--- src/rtl/seq_div16_8_if.sv ---
// seq_div16_8_if: operand/result handshake bundle for the sequential divider.
// Ports (signals): in_valid/in_ready/dividend/divisor (request side),
//   out_valid/out_ready/quotient/remainder/div_by_zero (result side).
//   master = producer+consumer of the divider, slave = the divider itself.
interface seq_div16_8_if #(
    parameter int DIVIDEND_W = 16,
    parameter int DIVISOR_W  = 8
);
    logic                  in_valid;
    logic                  in_ready;
    logic [DIVIDEND_W-1:0] dividend;
    logic [DIVISOR_W-1:0]  divisor;
    logic                  out_valid;
    logic                  out_ready;
    logic [DIVIDEND_W-1:0] quotient;
    logic [DIVISOR_W-1:0]  remainder;
    logic                  div_by_zero;

    modport master (
        output in_valid,
        output dividend,
        output divisor,
        output out_ready,
        input  in_ready,
        input  out_valid,
        input  quotient,
        input  remainder,
        input  div_by_zero
    );

    modport slave (
        input  in_valid,
        input  dividend,
        input  divisor,
        input  out_ready,
        output in_ready,
        output out_valid,
        output quotient,
        output remainder,
        output div_by_zero
    );
endinterface

--- src/rtl/seq_div16_8.sv ---
// seq_div16_8: iterative restoring divider, one quotient bit per clock.
// Ports: clk, rst (sync, active-high), bus (seq_div16_8_if.slave).
// Optional macro DIV_ZERO_FAST_EN: divisor==0 skips CALC (IDLE -> DONE).
module seq_div16_8 #(
    parameter int DIVIDEND_W = 16,
    parameter int DIVISOR_W  = 8
) (
    input  logic          clk,
    input  logic          rst,
    seq_div16_8_if.slave  bus
);

`ifdef DIV_ZERO_FAST_EN
    localparam bit FAST_DZ = 1'b1;
`else
    localparam bit FAST_DZ = 1'b0;
`endif

    localparam int CW = (DIVIDEND_W > 1) ? $clog2(DIVIDEND_W) : 1;
    localparam logic [CW-1:0] LAST = CW'(DIVIDEND_W - 1);

    typedef enum logic [1:0] {
        IDLE = 2'd0,
        CALC = 2'd1,
        DONE = 2'd2
    } state_t;

    state_t                state;
    logic [CW-1:0]         cnt;
    logic [DIVIDEND_W-1:0] rq;
    logic [DIVISOR_W-1:0]  rr;
    logic [DIVISOR_W-1:0]  dvsr;
    logic [DIVISOR_W-1:0]  dlo;
    logic                  dz;

    logic                  in_rdy;
    logic                  out_vld;
    logic [DIVIDEND_W-1:0] q_o;
    logic [DIVISOR_W-1:0]  r_o;
    logic                  dbz_o;

    // The partial remainder is always < divisor between steps, so it
    // is stored in DIVISOR_W bits; the shifted value needs one more bit
    // for the compare, and the difference fits back in DIVISOR_W bits.
    logic [DIVISOR_W:0]    r_sh;
    logic [DIVISOR_W-1:0]  r_sub;
    logic                  ge;
    logic [DIVIDEND_W-1:0] q_nx;
    logic [DIVISOR_W-1:0]  r_nx;

    always_comb begin
        r_sh  = {rr, rq[DIVIDEND_W-1]};
        ge    = (r_sh >= {1'b0, dvsr});
        r_sub = r_sh[DIVISOR_W-1:0] - dvsr;
        q_nx  = {rq[DIVIDEND_W-2:0], ge};
        r_nx  = ge ? r_sub : r_sh[DIVISOR_W-1:0];
    end

    always_ff @(posedge clk) begin
        if (rst) begin
            state   <= IDLE;
            cnt     <= '0;
            rq      <= '0;
            rr      <= '0;
            dvsr    <= '0;
            dlo     <= '0;
            dz      <= 1'b0;
            in_rdy  <= 1'b1;
            out_vld <= 1'b0;
            q_o     <= '0;
            r_o     <= '0;
            dbz_o   <= 1'b0;
        end else begin
            unique case (state)
                IDLE: begin
                    if (bus.in_valid) begin
                        rq     <= bus.dividend;
                        rr     <= '0;
                        dvsr   <= bus.divisor;
                        dlo    <= bus.dividend[DIVISOR_W-1:0];
                        dz     <= (bus.divisor == '0);
                        cnt    <= '0;
                        in_rdy <= 1'b0;
                        if (FAST_DZ && bus.divisor == '0) begin
                            state   <= DONE;
                            out_vld <= 1'b1;
                            q_o     <= '1;
                            r_o     <= bus.dividend[DIVISOR_W-1:0];
                            dbz_o   <= 1'b1;
                        end else begin
                            state <= CALC;
                        end
                    end
                end
                CALC: begin
                    rq  <= q_nx;
                    rr  <= r_nx;
                    cnt <= cnt + CW'(1);
                    if (cnt == LAST) begin
                        state   <= DONE;
                        cnt     <= '0;
                        out_vld <= 1'b1;
                        // divisor 0 ran the loop only to keep timing
                        // uniform; its raw result is meaningless.
                        q_o     <= dz ? '1  : q_nx;
                        r_o     <= dz ? dlo : r_nx;
                        dbz_o   <= dz;
                    end
                end
                DONE: begin
                    if (bus.out_ready) begin
                        state   <= IDLE;
                        out_vld <= 1'b0;
                        in_rdy  <= 1'b1;
                    end
                end
                default: begin
                    state   <= IDLE;
                    out_vld <= 1'b0;
                    in_rdy  <= 1'b1;
                end
            endcase
        end
    end

    assign bus.in_ready    = in_rdy;
    assign bus.out_valid   = out_vld;
    assign bus.quotient    = q_o;
    assign bus.remainder   = r_o;
    assign bus.div_by_zero = dbz_o;

    a_rdy_state: assert property (
        @(posedge clk) disable iff (rst)
        in_rdy == (state == IDLE)
    );

    a_vld_state: assert property (
        @(posedge clk) disable iff (rst)
        out_vld == (state == DONE)
    );

    a_hold: assert property (
        @(posedge clk) disable iff (rst)
        (out_vld && !bus.out_ready) |=>
            (out_vld && $stable(q_o) && $stable(r_o) && $stable(dbz_o))
    );

    a_rem_lt: assert property (
        @(posedge clk) disable iff (rst)
        (out_vld && !dbz_o) |-> (r_o < dvsr)
    );

endmodule
--- src/flat_wrapper.sv ---
// flat-port wrapper written by rule: the top's interface ports become plain ports
module seq_div16_8_flat 
#(
    parameter int DIVIDEND_W = 16,
    parameter int DIVISOR_W  = 8
)
  (clk, rst, bus_in_valid, bus_dividend, bus_divisor, bus_out_ready, bus_in_ready, bus_out_valid, bus_quotient, bus_remainder, bus_div_by_zero);
  seq_div16_8_if #(.DIVIDEND_W(DIVIDEND_W), .DIVISOR_W(DIVISOR_W)) bus_i ();
  input  logic clk;
  input  logic rst;
  input wire logic [$bits(bus_i.in_valid)-1:0] bus_in_valid;
  input wire logic [$bits(bus_i.dividend)-1:0] bus_dividend;
  input wire logic [$bits(bus_i.divisor)-1:0] bus_divisor;
  input wire logic [$bits(bus_i.out_ready)-1:0] bus_out_ready;
  output wire logic [$bits(bus_i.in_ready)-1:0] bus_in_ready;
  output wire logic [$bits(bus_i.out_valid)-1:0] bus_out_valid;
  output wire logic [$bits(bus_i.quotient)-1:0] bus_quotient;
  output wire logic [$bits(bus_i.remainder)-1:0] bus_remainder;
  output wire logic [$bits(bus_i.div_by_zero)-1:0] bus_div_by_zero;
  assign bus_i.in_valid = bus_in_valid;
  assign bus_i.dividend = bus_dividend;
  assign bus_i.divisor = bus_divisor;
  assign bus_i.out_ready = bus_out_ready;
  assign bus_in_ready = bus_i.in_ready;
  assign bus_out_valid = bus_i.out_valid;
  assign bus_quotient = bus_i.quotient;
  assign bus_remainder = bus_i.remainder;
  assign bus_div_by_zero = bus_i.div_by_zero;
  seq_div16_8 #(.DIVIDEND_W(DIVIDEND_W), .DIVISOR_W(DIVISOR_W)) u_core (.clk(clk), .rst(rst), .bus(bus_i));
endmodule
--- config.mk ---
export PLATFORM = sky130hd
export DESIGN_NAME = seq_div16_8_flat
export DESIGN_NICKNAME = d
export VERILOG_FILES = /design/src/rtl/seq_div16_8_if.sv /design/src/rtl/seq_div16_8.sv /design/src/flat_wrapper.sv
export SDC_FILE = /design/constraint.sdc
export NUM_CORES = 1
export LEC_CHECK = 0
export ABC_AREA = 1
export CAP_MARGIN = 10
export CORE_MARGIN = 2
export CORE_UTILIZATION = 35
export CTS_CLUSTER_SIZE = 30
export DETAILED_ROUTE_END_ITERATION = 12
export PLACE_DENSITY = 0.61
export SLEW_MARGIN = 30
export SYNTH_ARGS = -nofsm -noshare
export SYNTH_HDL_FRONTEND = slang
export SYNTH_SLANG_ARGS = --single-unit
--- constraint.sdc ---
create_clock -name clk -period 2.3 [get_ports clk]
set_clock_uncertainty 0.05 [all_clocks]
set_input_delay 0.345 -clock clk [delete_from_list [all_inputs] [get_ports clk]]
set_output_delay 0.345 -clock clk [all_outputs]
set_load 0.03 [all_outputs]
Yosys cells after proc, flatten, opt, wreduce, memory -nomap -nowiden
Index checks and enable logic that the tools add are counted.
{"block": "op_classes", "n_shift": 0, "n_mux": 20, "div": 0, "n_lt_le_gt_ge": 1, "n_reduce_logical": 9, "mul": 0, "n_addsub": 2, "eq_ne": 6, "bitwise_logic": 2}
{"operator": "$mux 16", "n": 2}
{"operator": "$pmux 16 s2", "n": 1}
{"operator": "$mux 8", "n": 3}
{"operator": "$pmux 8 s2", "n": 1}
{"operator": "$ge 9x8->1", "n": 1}
{"operator": "$reduce_and 3->1", "n": 3}
{"operator": "$logic_not 8->1", "n": 1}
{"operator": "$mux 4", "n": 2}
{"operator": "$pmux 4 s2", "n": 1}
{"operator": "$sub 8x8->8", "n": 1}
{"operator": "$mux 2", "n": 3}
{"operator": "$pmux 1 s3", "n": 2}
{"operator": "$pmux 2 s3", "n": 1}
{"operator": "$reduce_and 2->1", "n": 3}
{"operator": "$add 4x1->4 const B", "n": 1}
{"operator": "$eq 4x4->1 const B", "n": 1}
{"operator": "$mux 1", "n": 4}
{"operator": "$ne 2x2->1 const B", "n": 2}
{"operator": "$eq 2x1->1 const B", "n": 1}
{"operator": "$eq 2x2->1 const B", "n": 1}
{"operator": "$logic_not 2->1", "n": 1}
{"operator": "$ne 2x1->1 const B", "n": 1}
{"operator": "$not 1->1", "n": 2}
{"operator": "$reduce_bool 2->1", "n": 1}
{"block": "word_totals", "mem_bits_ro": 0, "n_memories": 0, "mem_bits_rw": 0, "in_bits": 28, "ff_bits": 74, "latchBits": 0, "word_cells": 52}

Longest topological paths before layout
Gate-level depths: netlist (run 1).
{"block": "depth", "depth_word": 3, "ltp_mapped": 13, "depth_no_buf": 13}

Worst setup path after synthesis (run 1)
Ideal clock, no wire load.
{"block": "synth_timing", "kind": "reg-to-reg", "start": "register u_core.dvsr[2]", "end": "register u_core.r_o[7], in the netlist u_core.bus.remainder[7]", "synth_period_minus_slack_ns": 1.717, "required_ns": 2.117, "arrival_ns": 1.533, "path_stages_with_launch": 13, "slack_ns": 0.583, "path_buffers": 0, "cell_sequence": "dfxtp_1 -> inv_1 -> ha_1 -> nand2_1 -> clkinv_2 -> nand3_2 -> nor2_2 -> nor2_4 -> nand2_8 -> nand2_2 -> nand3_1 -> nand2_1 -> a21oi_2"}
{"block": "synth_between", "elab_chain_cells": 3, "elab_cells_between_ends": 4, "classes_between": "add/sub: 1; order compare: 1; mux: 2"}
{"element": "start, declared", "line": "seq_div16_8.sv:32", "rtl": "logic [DIVISOR_W-1:0] dvsr;"}
{"element": "start signal, assigned", "line": "seq_div16_8.sv:79", "rtl": "dvsr <= bus.divisor;"}
{"element": "$sub 8x8->8 / $ge 9x8->1 (equally long branches)", "line": "seq_div16_8.sv:54, seq_div16_8.sv:53"}
{"element": "$mux 8 (*)", "line": "seq_div16_8.sv:56", "rtl": "r_nx = ge ? r_sub : r_sh[DIVISOR_W-1:0];"}
{"element": "$mux 8 (*)", "line": "seq_div16_8.sv:106", "rtl": "r_o <= dz ? dlo : r_nx;"}
{"element": "end signal, assigned", "line": "seq_div16_8.sv:88", "rtl": "r_o <= bus.dividend[DIVISOR_W-1:0];"}
{"element": "end signal, assigned", "line": "seq_div16_8.sv:106"}
{"element": "end, declared", "line": "seq_div16_8.sv:39", "rtl": "logic [DIVISOR_W-1:0] r_o;"}
Every way passes the cells marked *; elsewhere a longest branch is shown, timed or not.
A chain may end at the register's enable or synchronous reset.

Final worst setup path (run 1)
{"block": "layout_timing", "start": "register u_core.dvsr[6]", "end": "register u_core.r_o[7], in the netlist u_core.bus.remainder[7]"}
Same word-level chain as after synthesis.

==> impl_metrics.json, run 1 <==
{
  "post-route-min-period_ns": 1.95,
  "critical_path.cell_chain": "inv_1, ha_1, nand2_1, nand2_1, nand2_1, nand2_1, nor2_4, nand2_8, nand2_2, nand3_1, nand2_1, a21oi_2",
  "timing.rr.end": "u_core.bus.remainder[7]$_SDFFE_PP0P_",
  "worst_hold_path.endpoint": "u_core.dlo[3]$_SDFFE_PP0P_",
  "ys_warn_count": 0,
  "crit_required_ns": 2.47,
  "routed_via_density": 4.81,
  "ys.flop_type": "dfxtp_1",
  "rows": 36,
  "nets": 530,
  "diodes": 0,
  "placedCellCount": 614,
  "r2r-start": "u_core.dvsr[6]$_SDFFE_PP0P_",
  "io_pins": 55,
  "synthCells": 442,
  "slew_headroom_pct": 51.4,
  "clock-sinks": 74,
  "hold_start": "u_core.dlo[3]$_SDFFE_PP0P_",
  "netlist_area_mm2": 0.00342,
  "dieArea_mm2": 0.0106,
  "worstHoldPathType": "flip-flop to flip-flop",
  "grt_pass1_vias": 2912,
  "path_clk_slew_ns": 0.08,
  "hold_path_depth": 2,
  "async_reset_ff_share_pct": 0,
  "rr_worst_depth": 12,
  "hpwl_um": 5910,
  "cellPowerDensity_mw_per_mm2": 747,
  "antenna_left": 0,
  "cts_resized": 0,
  "die_x_um": 103,
  "num_vias": 3029,
  "rsz0062_at_grt": "false",
  "p_leak_nw": 1.73,
  "wl_um": 8380,
  "clock.fmax_mhz": 512,
  "ctsHoldBuffers": 0,
  "grt_max_degree": 48,
  "crit_arrival_ns": 2.12,
  "cts_root_buf": "clkbuf_8",
  "drt_iter0_drc": 177,
  "final_max_slew_viol_count": 0,
  "cp-start-kind": "flip-flop",
  "drive_above_1_share_pct": 12.9,
  "gp_congestion": 0.858,
  "htree_levels": 3,
  "synth_area_per_cell_um2": 7.73,
  "max_slew.worst_pin.slew_ns": 0.729,
  "cts_tree": "done",
  "maxCapViolCount": 0,
  "insertion_delay_ns": 0.35,
  "ys_types": 37,
  "slowest_stage": "ha_1",
  "regToRegSetupSlack_ns": 0.35,
  "grt-ovfl-total": 0,
  "cp_max_fo": 10,
  "grt_usage_pct": 16.5,
  "mostFrequentLayoutCells": "nand2_1, dfxtp_1, clkdlybuf4s50_1",
  "die_h_um": 103,
  "drc": 0,
  "cts_buffers": 9,
  "numPortBuffers": 54,
  "cts_setup_buffers": 0,
  "status": "completed",
  "seq_area_frac_synth_pct": 43.3,
  "initial_core_util_pct": 35.5,
  "coreArea_mm2": 0.00964,
  "mostFrequentLayoutCell": "nand2_1",
  "fin_crit_sh_pct": 84.9,
  "areaGrowthSynthToFinish_pct": 24.0,
  "grt_first_pass_wirelength_um": 13700,
  "syn_nets": 480,
  "path_class": "flip-flop to flip-flop",
  "hold_viol_final": 0,
  "fin_cells": 630,
  "tns_ns": 0,
  "ys_ff_latch": 74,
  "cpPeakStageDelay_ns": 0.36,
  "drt_pass1_iterations": 4,
  "synth-edff-count": 0,
  "final-setup-viol-count": 0,
  "peakVddDrop_uv": 273,
  "ctsLongestPathBuffers": 2,
  "path_common_cell": "nand2_1",
  "worstSetupEndpointType": "flip-flop",
  "antenna_found_initial": 0,
  "wl_per_cell_um": 13.3
}
-- area by class of cell --
class	count	area, um^2
fill	976	5400
multi-input combinational	307	1680
sequential	74	1480
timing repair buffer	59	573
tap	133	166
inverter	41	155
clock buffer	11	141
clock inverter	5	38.8
-- registers in the layout, indices dropped and copies added (netlist names) --
name and flops:
u_core.rq 16, u_core.bus.div_by_zero 1, u_core.state 2, u_core.bus.in_ready 1, u_core.cnt 4, u_core.dlo 8
u_core.rr 8, u_core.bus.out_valid 1, u_core.dvsr 8, u_core.bus.remainder 8, u_core.bus.quotient 16, u_core.dz 1
-- metrics by stage --
stage	power, mW	area [um^2]	setup WS (ns)	hold WS, ns	util, %
5_1_grt	3.36	4240	0.175	0.446	44.0
4_1_cts	3.20	4240	0.351	0.420	44.0
3_5_place_dp	2.26	4060	0.355	0.406	42.1
6_report	3.17	4240	0.347	0.424	44.0
3_3_place_gp	2.25	4060	0.423	0.403	42.1
2_1_floorplan	2.06	3420	0.583	0.385	-
-- cell usage after synthesis, types with 2 or more instances --
cell	n	area (um^2)
nand2_1	106	398
dfxtp_1	74	1480
a21oi_1	43	215
inv_1	34	128
nor2_1	31	116
nand3_1	25	125
o21ai_0	19	95.1
a211oi_1	16	120
nand2_2	10	62.6
a21oi_2	9	78.8
ha_1	9	113
a31oi_1	8	50.1
clkbuf_1	8	30.0
o221a_2	7	78.8
buf_2	6	30.0
inv_2	5	18.8
buf_4	4	30.0
nand3_2	3	30.0
nor2_2	3	18.8
buf_1	2	7.51
nand4_1	2	12.5
nor4_1	2	12.5
xor2_1	2	17.5
-- worst max-delay path: cells and delay by family (launching register included) --
family / cells / cell delay [ns]
AO/OA/AOI/OAI: 1 / 0.05
flip-flops: 1 / 0.31
adder cells (fa/ha/maj): 1 / 0.36
buffers and inverters: 1 / 0.05
AND/OR/NAND/NOR: 9 / 1.01
-- where the power goes --
part           switching (mW)  internal [mW]
Sequential             0.0427           1.35
Combinational           0.543          0.302
Clock                   0.503          0.427
Total                    1.09           2.08
-- layer usage --
layer / vias up / track usage [%] / part of all wire, %
met4: 0 / 4.35 / 0.84
met3: 8 / 4.27 / 5.0
met2: 73 / 25.0 / 44
li1: 1577 / - / -
met1: 1371 / 23.4 / 50
met5: - / 0 / 0
-- kinds of logic after synthesis --
family	synth area share (%)
fa+ha+maj	3.88
buf+inv	7.39
simple gates	25.2
compound gates	19.4
flops	43.3
xor+xnor	0.769
-- how the worst max path moves through the flow --
stage | slack, ns | endpoint | startpoint
2_1_floorplan | 0.58 | u_core.bus.remainder[7]$_SDFFE_PP0P_ | u_core.dvsr[2]$_SDFFE_PP0P_
3_3_place_gp | 0.42 | u_core.bus.remainder[7]$_SDFFE_PP0P_ | u_core.dvsr[2]$_SDFFE_PP0P_
3_5_place_dp | 0.35 | u_core.bus.remainder[7]$_SDFFE_PP0P_ | u_core.dvsr[6]$_SDFFE_PP0P_
4_1_cts | 0.35 | u_core.bus.remainder[7]$_SDFFE_PP0P_ | u_core.dvsr[6]$_SDFFE_PP0P_
5_1_grt | 0.18 | u_core.bus.remainder[2]$_SDFFE_PP0P_ | u_core.dvsr[6]$_SDFFE_PP0P_
6_report | 0.35 | u_core.bus.remainder[7]$_SDFFE_PP0P_ | u_core.dvsr[6]$_SDFFE_PP0P_
Power figures use the tool's default switching activity.
==> run 2: changes to the inputs <==
PLACE_DENSITY = 0.63   (was 0.61)
clock period = 1.55 ns   (was 2.3 ns; I/O delays follow)
==> run 2 against run 1 <==
  * The flow now finishes with violations (setup timing)
  * Global-route usage up 2.2 points
  * Combinational power increased by 110%
  * Hold slack got worse by 0.28 ns
  * Flip-flop and latch count unchanged
  * Power grew 66%
  * Maximum frequency is 14% higher
  * Largest cell class unchanged
==> impl_metrics.json, run 2 (same netlist as run 1, synthesis figures left out) <==
{
  "layout_setup_ws_ns": -0.156,
  "hpwl_um": 6320,
  "drt_iter0_drc": 123,
  "maxCapViolCount": 0,
  "diodes": 0,
  "insertion_delay_ns": 0.35,
  "hold_viol_final": 0,
  "path_common_cell": "nor2_4",
  "max_slew.worst_pin.slew_ns": 0.334,
  "routed_via_density": 4.87,
  "clockPowerShare_pct": 26.1,
  "slowest_stage": "dfxtp_2",
  "grt-ovfl-total": 0,
  "rows": 36,
  "gp_congestion": 0.801,
  "final_max_slew_viol_count": 0,
  "power_switching_mw": 1.88,
  "fin_crit_sh_pct": 110,
  "hold_path_depth": 2,
  "numPortBuffers": 54,
  "cts_tree": "done",
  "antenna_left": 0,
  "wl_per_cell_um": 13.7,
  "r2r-start": "u_core.dvsr[7]$_SDFFE_PP0P_",
  "p_leak_nw": 2.07,
  "die_x_um": 103,
  "mostFrequentLayoutCells": "nand2_1, dfxtp_1, a21oi_1",
  "regToRegSetupSlack_ns": -0.16,
  "htree_levels": 3,
  "stdcell_area_mm2": 0.00478,
  "initial_core_util_pct": 35.5,
  "multi_input_area_mm2": 0.00193,
  "clock.fmax_mhz": 586,
  "power_frac_seq_pct": 39.6,
  "rsz0062_at_grt": "true",
  "path_class": "flip-flop to flip-flop",
  "status": "complete, but fails checks",
  "crit_arrival_ns": 1.94,
  "worstHoldPathType": "input port to flip-flop",
  "num_vias": 3243,
  "timing.rr.end": "u_core.rr[1]$_SDFFE_PP0P_",
  "mostFrequentLayoutCell": "nand2_1",
  "cellPowerDensity_mw_per_mm2": 1100,
  "nets": 566,
  "cts_root_buf": "clkbuf_8",
  "clock-sinks": 74,
  "seqCellArea_mm2": 0.00150,
  "areaGrowthSynthToFinish_pct": 39.8,
  "drc": 0,
  "grt_max_degree": 43,
  "worstSetupEndpointType": "flip-flop",
  "switching_share_pct": 35.6,
  "post-route-min-period_ns": 1.71,
  "hold_start": "rst",
  "antenna_found_initial": 0,
  "drive_above_1_share_pct": 28.5,
  "crit_required_ns": 1.78,
  "critical_path.cell_chain": "inv_2, ha_4, inv_4, nor2_4, nand3_2, nor2_4, nor2_4, buf_12, nand2_8, nand2_4, nand2_2, nand2_1, a21oi_1",
  "rr_worst_depth": 13,
  "worst_hold_path.endpoint": "u_core.dz$_SDFFE_PP0P_",
  "num-fill-cells": 969,
  "violations": "setup timing",
  "placed_area_mm2": 0.00443,
  "peakVddDrop_uv": 429,
  "p_int_mw": 3.39,
  "grt_usage_pct": 18.7,
  "die_h_um": 103,
  "ctsHoldBuffers": 0,
  "pre_cts_ws_ns": -0.211,
  "grt_first_pass_wirelength_um": 15400,
  "combPwrFrac_pct": 34.3,
  "wl_um": 9120,
  "io_pins": 55,
  "grt_pass1_vias": 3146,
  "drt_pass1_iterations": 6,
  "ctsLongestPathBuffers": 2,
  "cp-start-kind": "flip-flop",
  "final-setup-viol-count": 18,
  "cpPeakStageDelay_ns": 0.33,
  "slew_headroom_pct": 77.7,
  "tns_ns": -2.21,
  "coreArea_mm2": 0.00964,
  "dieArea_mm2": 0.0106,
  "path_clk_slew_ns": 0.09,
  "cts_buffers": 9,
  "cp_max_fo": 10
}
[run 2: cell count changes in the layout (fill, tap and decap cells not counted), sizes merged]
cell           delta
dlygate4sd2      +27
clkbuf            -2
clkdlybuf4s50    -27
buf              +34
nand2             +2
clkinvlp          -1
clkinv            +3
[run 2: final cells by class]
cell class | count | area share (%)
inverter | 41 | 3.40
timing repair buffer | 93 | 17.7
tap | 133 | 3.48
multi-input combinational | 309 | 40.3
clock inverter | 7 | 1.13
clock buffer | 9 | 2.59
sequential | 74 | 31.4
[run 2: timing repair]
action                     4_1_cts  5_1_grt
buffers inserted                 5        0
cloned                           2        0
setup endpoints to repair       60       34
pin swaps                        8        7
gates resized for setup         59       10
[run 2: worst max path at each step]
stage	from	end	cells after the start
2_1_floorplan	u_core.dvsr[5]$_SDFFE_PP0P_	u_core.bus.remainder[7]$_SDFFE_PP0P_	12
3_3_place_gp	u_core.dvsr[6]$_SDFFE_PP0P_	u_core.bus.remainder[1]$_SDFFE_PP0P_	12
3_5_place_dp	u_core.rr[5]$_SDFFE_PP0P_	u_core.bus.remainder[1]$_SDFFE_PP0P_	11
4_1_cts	u_core.rq[15]$_SDFFE_PP0P_	u_core.rr[4]$_SDFFE_PP0P_	10
5_1_grt	u_core.dvsr[7]$_SDFFE_PP0P_	u_core.bus.remainder[6]$_SDFFE_PP0P_	13
6_report	u_core.dvsr[7]$_SDFFE_PP0P_	u_core.rr[1]$_SDFFE_PP0P_	13
[run 2: critical path: cells and delay by family (launching register included)]
family                   cells  cell delay, ns
AND/OR/NAND/NOR              8            0.59
flip-flops                   1            0.33
adder cells (fa/ha/maj)      1            0.28
buffers and inverters        3            0.23
AO/OA/AOI/OAI                1            0.14
[run 2: routing by layer]
metal / global-route usage, % / up-vias / wire length [um]
met5: 0 / - / 0
met4: 5.87 / 0 / 146
met3: 4.07 / 16 / 386
met2: 29.5 / 74 / 4110
met1: 25.7 / 1493 / 4470
li1: - / 1660 / -
[run 2: power groups by stage]
| stage | clock [mW] | combinational (mW) | sequential, mW |
|---|---|---|---|
| CTS | 1.40 | 1.75 | 2.08 |
| detailed placement | 0 | 1.46 | 2.12 |
| global placement | 0 | 1.44 | 2.12 |
| global route | 1.47 | 1.98 | 2.10 |
| floorplan | 0 | 1.01 | 2.11 |
| finish | 1.37 | 1.81 | 2.09 |
[run 2: per-stage QoR]
step | cells | hold WS, ns | total power, mW | utilization [%]
after floorplan | 442 | 0.349 | 3.12 | -
after global placement | 643 | 0.405 | 3.56 | 46.0
after detailed placement | 643 | 0.406 | 3.58 | 46.0
after CTS | 666 | 0.137 | 5.23 | 49.2
after global routing | 666 | 0.155 | 5.55 | 49.6
final | 666 | 0.146 | 5.26 | 49.6
==> run 3: changes to the inputs <==
CTS_CLUSTER_DIAMETER = 40   (was not set)
PLACE_DENSITY = 0.61   (was 0.63)
clock period = 2 ns   (was 1.55 ns; I/O delays follow)
==> run 3 against run 2 <==
  * Sequential share of layout area rose by 2.7 points
  * Cell area fell by 8.9%
  * First-iteration DRC count rose by 11%
  * Clock power fell by 20%
  * Worst setup slack improved by 0.29 ns
  * Maximum frequency fell by 8.4%
  * Combinational power fell by 40%
  * Register-to-register slack improved by 0.29 ns
  * The run now ends clean
  * Critical path type unchanged
  * Highest routed layer unchanged
  * Sequential power fell by 23%
  * Core utilization fell by 4.4 points
  * Die area did not move
==> impl_metrics.json, run 3 (same netlist as run 1, synthesis figures left out) <==
{
  "status": "completed",
  "num-fill-cells": 992,
  "drive_above_1_share_pct": 15.1,
  "nets": 537,
  "grt_pass1_vias": 2777,
  "crit_arrival_ns": 2.09,
  "final_core_util_pct": 45.2,
  "maxCapViolCount": 0,
  "dieArea_mm2": 0.0106,
  "gp_congestion": 0.832,
  "cp-start-kind": "flip-flop",
  "wl_um": 8460,
  "areaGrowthSynthToFinish_pct": 27.4,
  "initial_core_util_pct": 35.5,
  "grt-ovfl-total": 0,
  "hold_viol_final": 0,
  "placed_area_mm2": 0.00410,
  "antenna_left": 0,
  "final-setup-viol-count": 0,
  "crit_required_ns": 2.23,
  "grt_max_degree": 48,
  "path_clk_slew_ns": 0.07,
  "cts_buffers": 9,
  "peakVddDrop_uv": 378,
  "num_vias": 3072,
  "antenna_found_initial": 0,
  "cts_tree": "done",
  "worstSetupEndpointType": "flip-flop",
  "clock.fmax_mhz": 537,
  "mostFrequentLayoutCells": "nand2_1, dfxtp_1, clkdlybuf4s50_1",
  "htree_levels": 3,
  "routed_via_density": 4.83,
  "path_class": "flip-flop to flip-flop",
  "numPortBuffers": 54,
  "max_slew.worst_pin.slew_ns": 0.562,
  "cellPowerDensity_mw_per_mm2": 869,
  "p_leak_nw": 1.76,
  "rsz0062_at_grt": "true",
  "drt_pass1_iterations": 4,
  "ctsLongestPathBuffers": 2,
  "drc": 0,
  "grt_first_pass_wirelength_um": 13300,
  "ctsHoldBuffers": 0,
  "worstHoldPathType": "input port to flip-flop",
  "grt_usage_pct": 16.0,
  "insertion_delay_ns": 0.34,
  "die_x_um": 103,
  "slew_headroom_pct": 62.5,
  "final_max_slew_viol_count": 0,
  "post-route-min-period_ns": 1.86,
  "rows": 36,
  "cts_root_buf": "clkbuf_8",
  "fin_crit_sh_pct": 93.1,
  "hpwl_um": 6030,
  "drt_iter0_drc": 137,
  "io_pins": 55,
  "stdcell_area_mm2": 0.00435,
  "die_h_um": 103,
  "wl_per_cell_um": 13.3,
  "mostFrequentLayoutCell": "nand2_1",
  "clock-sinks": 74,
  "coreArea_mm2": 0.00964,
  "cp_max_fo": 10,
  "diodes": 0
}
[run 3: changes by cell type in the layout (fill, tap and decap cells not counted), sizes merged]
cell,before,now
nand2,120,119
clkbuf,9,10
inv,40,39
clkinvlp,0,1
clkinv,8,5
buf,40,12
bufinv,0,1
dlygate4sd2,27,0
clkdlybuf4s50,26,53
[run 3: critical path, cell delays in order (launching register included)]
cell     delay, ns
dfxtp_1       0.31
inv_1         0.06
ha_1          0.31
inv_1         0.08
nor2_1        0.13
nand3_2       0.10
nor2_4        0.11
nor2_4        0.05
buf_12        0.13
nand2_8       0.11
nand2_2       0.07
nand3_1       0.10
nand2_1       0.08
a21oi_2       0.10
[run 3: final timing paths]
check / startpoint / end / slack (ns) / depth (start not counted)
hold / removal: rst / u_core.cnt[0]$_SDFFE_PP0P_ / 0.22 / 4
hold reg to reg: u_core.dlo[2]$_SDFFE_PP0P_ / u_core.dlo[2]$_SDFFE_PP0P_ / 0.42 / 2
setup reg to reg: u_core.dvsr[7]$_SDFFE_PP0P_ / u_core.bus.remainder[5]$_SDFFE_PP0P_ / 0.14 / 13
setup / recovery: u_core.dvsr[7]$_SDFFE_PP0P_ / u_core.bus.remainder[5]$_SDFFE_PP0P_ / 0.14 / 13
[run 3: metrics by stage]
step                       TNS, ns  hold WS (ns)  cells  setup slack (ns)  power (mW)
after floorplan                  0         0.385    442             0.283        2.36
after global placement           0         0.404    619             0.124        2.60
final                            0         0.217    636             0.138        3.79
after CTS                        0         0.212    634            0.0806        3.72
after global routing      -0.00334         0.238    636          -0.00334        4.02
after detailed placement         0         0.408    619            0.0847        2.61
[run 3: area by class of cell]
| class | count | area [um^2] | area share, % |
|---|---|---|---|
| Tap cell | 133 | 166 | 3.82 |
| Multi-Input combinational cell | 308 | 1740 | 39.9 |
| Inverter | 41 | 155 | 3.56 |
| Sequential cell | 74 | 1480 | 34.1 |
| Clock inverter | 5 | 56.3 | 1.29 |
| Timing Repair Buffer | 65 | 631 | 14.5 |
| Clock buffer | 10 | 128 | 2.93 |
[run 3: timing repair]
action	in CTS	in global routing
resized for setup	0	8
endpoints found under the setup margin	0	10
buffers inserted	0	1
[run 3: layer usage]
metal  routed length [um]  vias to the layer above  part of all wire, %  track usage (%)
li1                     -                     1587                    -                -
met5                    0                        -                    0                0
met4                   97                        0                  1.1             4.45
met2                 3800                       74                   45             24.2
met3                  307                       10                  3.6             3.25
met1                 4260                     1401                   50             23.3
[run 3: where the power goes]
part           internal (mW)  switching, mW
registers               1.55         0.0512
logic                  0.419          0.665
clock network          0.567          0.530
